`config.mk`:
```
export PLATFORM = sky130hd
export DESIGN_NAME = vector_fp_merge_unit
export DESIGN_NICKNAME = d
export VERILOG_FILES = /design/src/rtl/vector_fp_merge_unit.sv
export SDC_FILE = /design/constraint.sdc
export NUM_CORES = 1
export LEC_CHECK = 0
export CORE_ASPECT_RATIO = 0.5
export CORE_UTILIZATION = 35
export CTS_BUF_LIST = sky130_fd_sc_hd__clkbuf_8
export DETAILED_ROUTE_END_ITERATION = 8
export PLACE_DENSITY = 0.8
export SYNTH_ARGS = -nofsm -noshare
export SYNTH_HDL_FRONTEND = slang
export SYNTH_SLANG_ARGS = --single-unit
```
`constraint.sdc`:
```
create_clock -name clock -period 1.9 [get_ports clock]
set_input_delay 0.38 -clock clock [delete_from_list [all_inputs] [get_ports clock]]
set_output_delay 0.38 -clock clock [all_outputs]
set_load 0.01 [all_outputs]
```
`src/rtl/vector_fp_merge_unit.sv`:
```
// Single-stage vfmerge.vfm datapath: per-element select between the fs1 scalar and vs2,
// with tail-undisturbed fill from vd_old, registered once ahead of write-back.
module vector_fp_merge_unit #(
    parameter  int VLEN    = 64,
    localparam int VLMAX_W = $clog2(VLEN / 16) + 1
) (
    input  logic               clock,
    input  logic               reset,
    input  logic               valid_in,
    input  logic               merge_en,
    input  logic [1:0]         vsew,
    input  logic [VLMAX_W-1:0] vl,
    input  logic [VLEN-1:0]    vs2,
    input  logic [VLEN-1:0]    vs1,
    input  logic [VLEN-1:0]    v0,
    input  logic [VLEN-1:0]    vd_old,
    output logic [VLEN-1:0]    vd,
    output logic               vd_valid,
    output logic               illegal
);

    logic [VLEN-1:0] res16, res32, res64;
    logic [VLEN-1:0] vd_d, vd_q;
    logic            vd_valid_q, illegal_q;
    logic            fire;
    logic            unused_bits;

    assign fire = valid_in & merge_en;

    // Only the low mask bits and low scalar bits matter; fold the rest into a sink.
    assign unused_bits = ^{v0, vs1};

    // Element indices never exceed N-1, so comparing against raw vl already clamps to N.
    always_comb begin
        res16 = vd_old;
        res32 = vd_old;
        res64 = vd_old;
        for (int i = 0; i < VLEN / 16; i++) begin
            if (VLMAX_W'(i) < vl) begin
                res16[i*16 +: 16] = v0[i] ? vs1[15:0] : vs2[i*16 +: 16];
            end
        end
        for (int i = 0; i < VLEN / 32; i++) begin
            if (VLMAX_W'(i) < vl) begin
                res32[i*32 +: 32] = v0[i] ? vs1[31:0] : vs2[i*32 +: 32];
            end
        end
        for (int i = 0; i < VLEN / 64; i++) begin
            if (VLMAX_W'(i) < vl) begin
                res64[i*64 +: 64] = v0[i] ? vs1[63:0] : vs2[i*64 +: 64];
            end
        end
    end

    always_comb begin
        vd_d = vd_old;
        case (vsew)
            2'b01:   vd_d = res16;
            2'b10:   vd_d = res32;
            2'b11:   vd_d = res64;
            default: vd_d = vd_old;
        endcase
    end

    always_ff @(posedge clock) begin
        if (reset) begin
            vd_q       <= '0;
            vd_valid_q <= 1'b0;
            illegal_q  <= 1'b0;
        end else begin
            vd_valid_q <= fire;
            illegal_q  <= fire && (vsew == 2'b00);
            if (fire) begin
                vd_q <= vd_d;
            end
        end
    end

    assign vd       = vd_q;
    assign vd_valid = vd_valid_q;
    assign illegal  = illegal_q;

endmodule

```
After elaboration in Yosys (flattened, before gate mapping)

Index checks and enable logic that the tools add are counted.

Mux-type cells: 15
Reduce and logical (&&, ||, !) cells: 2
Bitwise operators: 1
Order comparisons: 4
Eq/ne operators: 3

Operator list:

| operator                                                                     | count |
|---|---|
| 64-bit case mux with 3 select lines                                          | 1 |
| 16-bit two-way mux                                                           | 8 |
| 32-bit two-way mux                                                           | 4 |
| 64-bit two-way mux                                                           | 2 |
| 1-bit by 3-bit less-than comparator with 1-bit output (first input constant) | 2 |
| 2-bit by 3-bit less-than comparator with 1-bit output (first input constant) | 2 |
| 2-bit equality test (second input constant)                                  | 2 |
| 2-bit by 1-bit equality test with 1-bit output (second input constant)       | 1 |
| 2-bit zero test                                                              | 1 |
| 1-bit AND                                                                    | 1 |
| 1-bit logical AND                                                            | 1 |

Output and inout bits: 66
Register bits after elaboration: 66
Input bits: 265

Depth between registers and ports, before layout

Depth in word-level cells: 3
Gate-level depth with buffers: 8
Mapped depth without buffers: 5

Worst setup path after synthesis

No wires, ideal clock.

Kind: input -> register
Start: in v0[2]
End: reg vd_q[44], in the netlist vd[44]
Data required time: 1.778 ns
Stages on the path: 6
Buffers on the path: 2
Arrival: 1.759 ns
Slack: 0.019 ns
Setup time: 0.122 ns
Cells stage by stage: clkbuf_1 -> buf_2 -> mux2_2 -> mux2i_1 -> a21oi_1 -> a221o_1

Longest elaborated chain between the ends: 3

RTL lines:

| item                                | RTL line | RTL |
|---|---|---|
| start, declared                     | 15       | `input logic [VLEN-1:0] v0,` |
| 16-bit two-way mux                  | 40       | `res16[i*16 +: 16] = v0[i] ? vs1[15:0] : vs2[i*16 +: 16];` |
| 16-bit two-way mux                  | 39       | `if (VLMAX_W'(i) < vl) begin` |
| 64-bit case mux with 3 select lines | 57       | `case (vsew)` |
| end signal, assigned                | 74       | `vd_q <= vd_d;` |
| end, declared                       | 23       | `logic [VLEN-1:0] vd_d, vd_q;` |

Every way passes these cells.
A chain may end at the register's enable or synchronous reset.

Worst setup path after layout

Start: in vl[0]
End: reg vd_q[42], in the netlist vd[42]

Longest elaborated chain between the ends: 3
Elaborated cells between the ends (all ways): 7
Classes of those cells: 3 x order compare; 4 x mux

RTL lines:

| item                                                                                | RTL line | RTL |
|---|---|---|
| start, declared                                                                     | 12       | `input logic [VLMAX_W-1:0] vl,` |
| 1-bit by 3-bit less-than comparator with 1-bit output, or another cell as far along | 49       | `if (VLMAX_W'(i) < vl) begin` |
| 64-bit two-way mux, or another cell as far along                                    | 49       |  |
| 64-bit case mux with 3 select lines (*)                                             | 57       |  |

Every way passes the cells marked *; elsewhere a longest branch is shown, timed or not.

==> results.yml <==
outcome:
  status: "completed"
floorplan:
  die_x_um: 178
  dieArea_mm2: 0.0160
  start_util_pct: 36.5
  design.portCount: 331
  die_h_um: 89.8
  rows: 31
  coreArea_mm2: 0.0148
detailed_routing:
  vias: 6913
  detail_route.wl_per_cell_um: 21.8
  drtIter0Drc: 519
  wl_um: 25200
  drc: 0
  routed_via_density: 5.97
  ant_nets: 0
  drt_pass1_iterations: 5
worst_setup_path:
  critPathKind: "primary input to flip-flop"
  endpoint_kind: "flip-flop"
  cp.arrival_ns: 2.08
  worst_setup_path_start_kind: "primary input"
  cp_max_fo: 8
  cp.required_ns: 2.15
logic_synthesis:
  asyncSetResetFlopFracSynth_pct: 0
  synth_cell_type_count: 37
  synth-edff-count: 0
  synth_seq_cells: 66
  synth_ff_type: "dfxtp_1"
  synth-seq-area-share_pct: 24.5
  synth_area_mm2: 0.00540
  syn-mean-instance-area_um2: 8.07
  syn-instance-count: 669
  synth_fp_nets: 934
  yosysWarnings: 0
placed_design:
  gp_congestion: 0.963
  placed_area_mm2: 0.00879
  dp_slack_ns: -0.570
  dp_hpwl_um: 19400
  portBuffers: 270
timing:
  fin_crit_sh_pct: 96.2
  fin_skew_ns: 0
  setup_violations: 0
  setup-tns-final_ns: 0
  period_needed_ns: 1.83
  worst_pin_slew_ns: 0.746
  relSlewSlack_pct: 50.2
  rsz0062_at_grt: "no"
  maxSlewViolCount: 0
  final_hold_viol_count: 0
  fmax_mhz: 547
  setup_ws_ns: 0.0729
finish:
  mostFrequentLayoutCells: "clkdlybuf4s50_1, mux2i_1, nand2_1, dfxtp_1, nor2_1"
  area_growth_pct: 66.8
  fillers: 1283
  design_area_mm2: 0.00901
  finish.utilization_pct: 61.0
  diodes: 0
  layout_commonest_cell: "clkdlybuf4s50_1"
  finish.net_count: 1219
  layout-drive-gt1-share_pct: 13.2
power:
  swShare_pct: 31.3
  pwr-share-comb_pct: 38.1
  totalPowerFinal_mw: 4.62
  netSwitchingPower_mw: 1.45
  p_leak_nw: 3.65
  pwr-share-clk_pct: 29.0
  power_density_mw_per_mm2: 513
  worst_ir_drop_vdd_uv: 372
  pwr-share-seq_pct: 32.9
  p_int_mw: 3.18
clocking:
  holdBufCountCts: 0
  clock_sink_count: 66
  cts_tree: "done"
  clk_pin_slew_ns: 0.08
  clk_latency_ns: 0.36
  cts_max_path_buffers: 2
  cts_buffers: 9
  htreeDepth: 3
  root_buffer: "clkbuf_8"
global_route:
  grt_pass1_vias: 6621
  grt_remaining_overflow: 0
  grt_antenna_before_repair: 0
  grt_use_total_pct: 31.1
  grt_start_max_net_pins: 41
  grt_pass1_wl_um: 38300
job:
  maxCapViolations: 0
worst_hold_path:
  min_path_type: "flip-flop to flip-flop"
==> state kept, by name, indices dropped and copies added, names as in the netlist <==
register / count
vd: 64
illegal: 1
vd_valid: 1
==> routing by layer <==
metal	up-vias	part of all wire (%)	global-route usage, %
met2	359	46	49.3
met1	3346	42	40.7
li1	3120	-	-
met5	-	0	0
met3	88	7.5	5.58
met4	0	4.8	14.5
==> through the flow <==
stage | instances | hold slack (ns)
after floorplan | 669 | 0.471
after detailed placement | 1141 | 0.439
after global placement | 1141 | 0.434
final | 1157 | 0.447
after CTS | 1157 | 0.451
after global routing | 1157 | 0.468
==> kinds of logic (layout without fill, tap and decap cells) <==
group                  Yosys count  after routing  share of synthesized area (%)
buffers and inverters           68            358                           5.33
muxes                          144            144                           27.4
DFF                             66             66                           24.5
and+or+nand+nor                184            184                           14.4
AOI/OAI and AO/OA              207            207                           28.3
==> power by group through the flow <==
stage | clock network [mW] | registers, mW | logic, mW
after floorplan | 0 | 1.59 | 0.667
after global placement | 0 | 1.55 | 1.71
after detailed placement | 0 | 1.56 | 1.73
after CTS | 1.36 | 1.52 | 1.74
after global routing | 1.42 | 1.53 | 1.86
final | 1.34 | 1.52 | 1.76
==> synth_stat cells, drive strengths merged, types with 9 or more instances <==
library cell	count	area, µm²
mux2i	112	1120
clkbuf	43	161
a22o	15	131
nor3	18	90.1
nor2	60	225
dfxtp	66	1320
a211o	15	131
o211ai	24	180
o2111ai	15	131
buf	24	123
o31ai	9	72.6
mux2	32	360
nand2	81	304
a21oi	25	125
o21ai	42	210
o22ai	15	93.8
a221o	24	240
==> path summary, 6_finish.rpt <==
path / start / depth (start not counted) / slack, ns / endpoint
worst max-delay path: vl[0] / 5 / 0.07 / vd[42]$_SDFFE_PP0P_
worst min-delay path: vd[4]$_SDFFE_PP0P_ / 2 / 0.45 / vd[4]$_SDFFE_PP0P_
worst max register to register: vd[41]$_SDFFE_PP0P_ / 1 / 1.15 / vd[41]$_SDFFE_PP0P_
worst min register to register: vd[4]$_SDFFE_PP0P_ / 2 / 0.45 / vd[4]$_SDFFE_PP0P_
==> cell type report <==
class                      count  area (µm²)  area share, %
clock buffer                   9         124           1.38
inverter                       1        3.75         0.0417
clock inverter                 7        86.3          0.958
sequential                    66        1320           14.7
timing repair buffer         341        3400           37.8
tap                          198         248           2.75
multi-input combinational    535        3820           42.4
==> worst max-delay path, cell delays in order <==
cell and delay, ns:
clkdlybuf4s50_1 0.43, or3_1 0.43, and2_1 0.28, o221a_1 0.29
a221o_1 0.26
==> timing repair <==
| item | CTS | global route |
|---|---|---|
| setup buffers | 0 | 0 |
| setup endpoints to repair | 16 | 5 |
| gates resized for setup | 1 | 1 |
| hold endpoints to repair | 0 | 0 |
No activity file was read; power rests on OpenSTA's default activity.
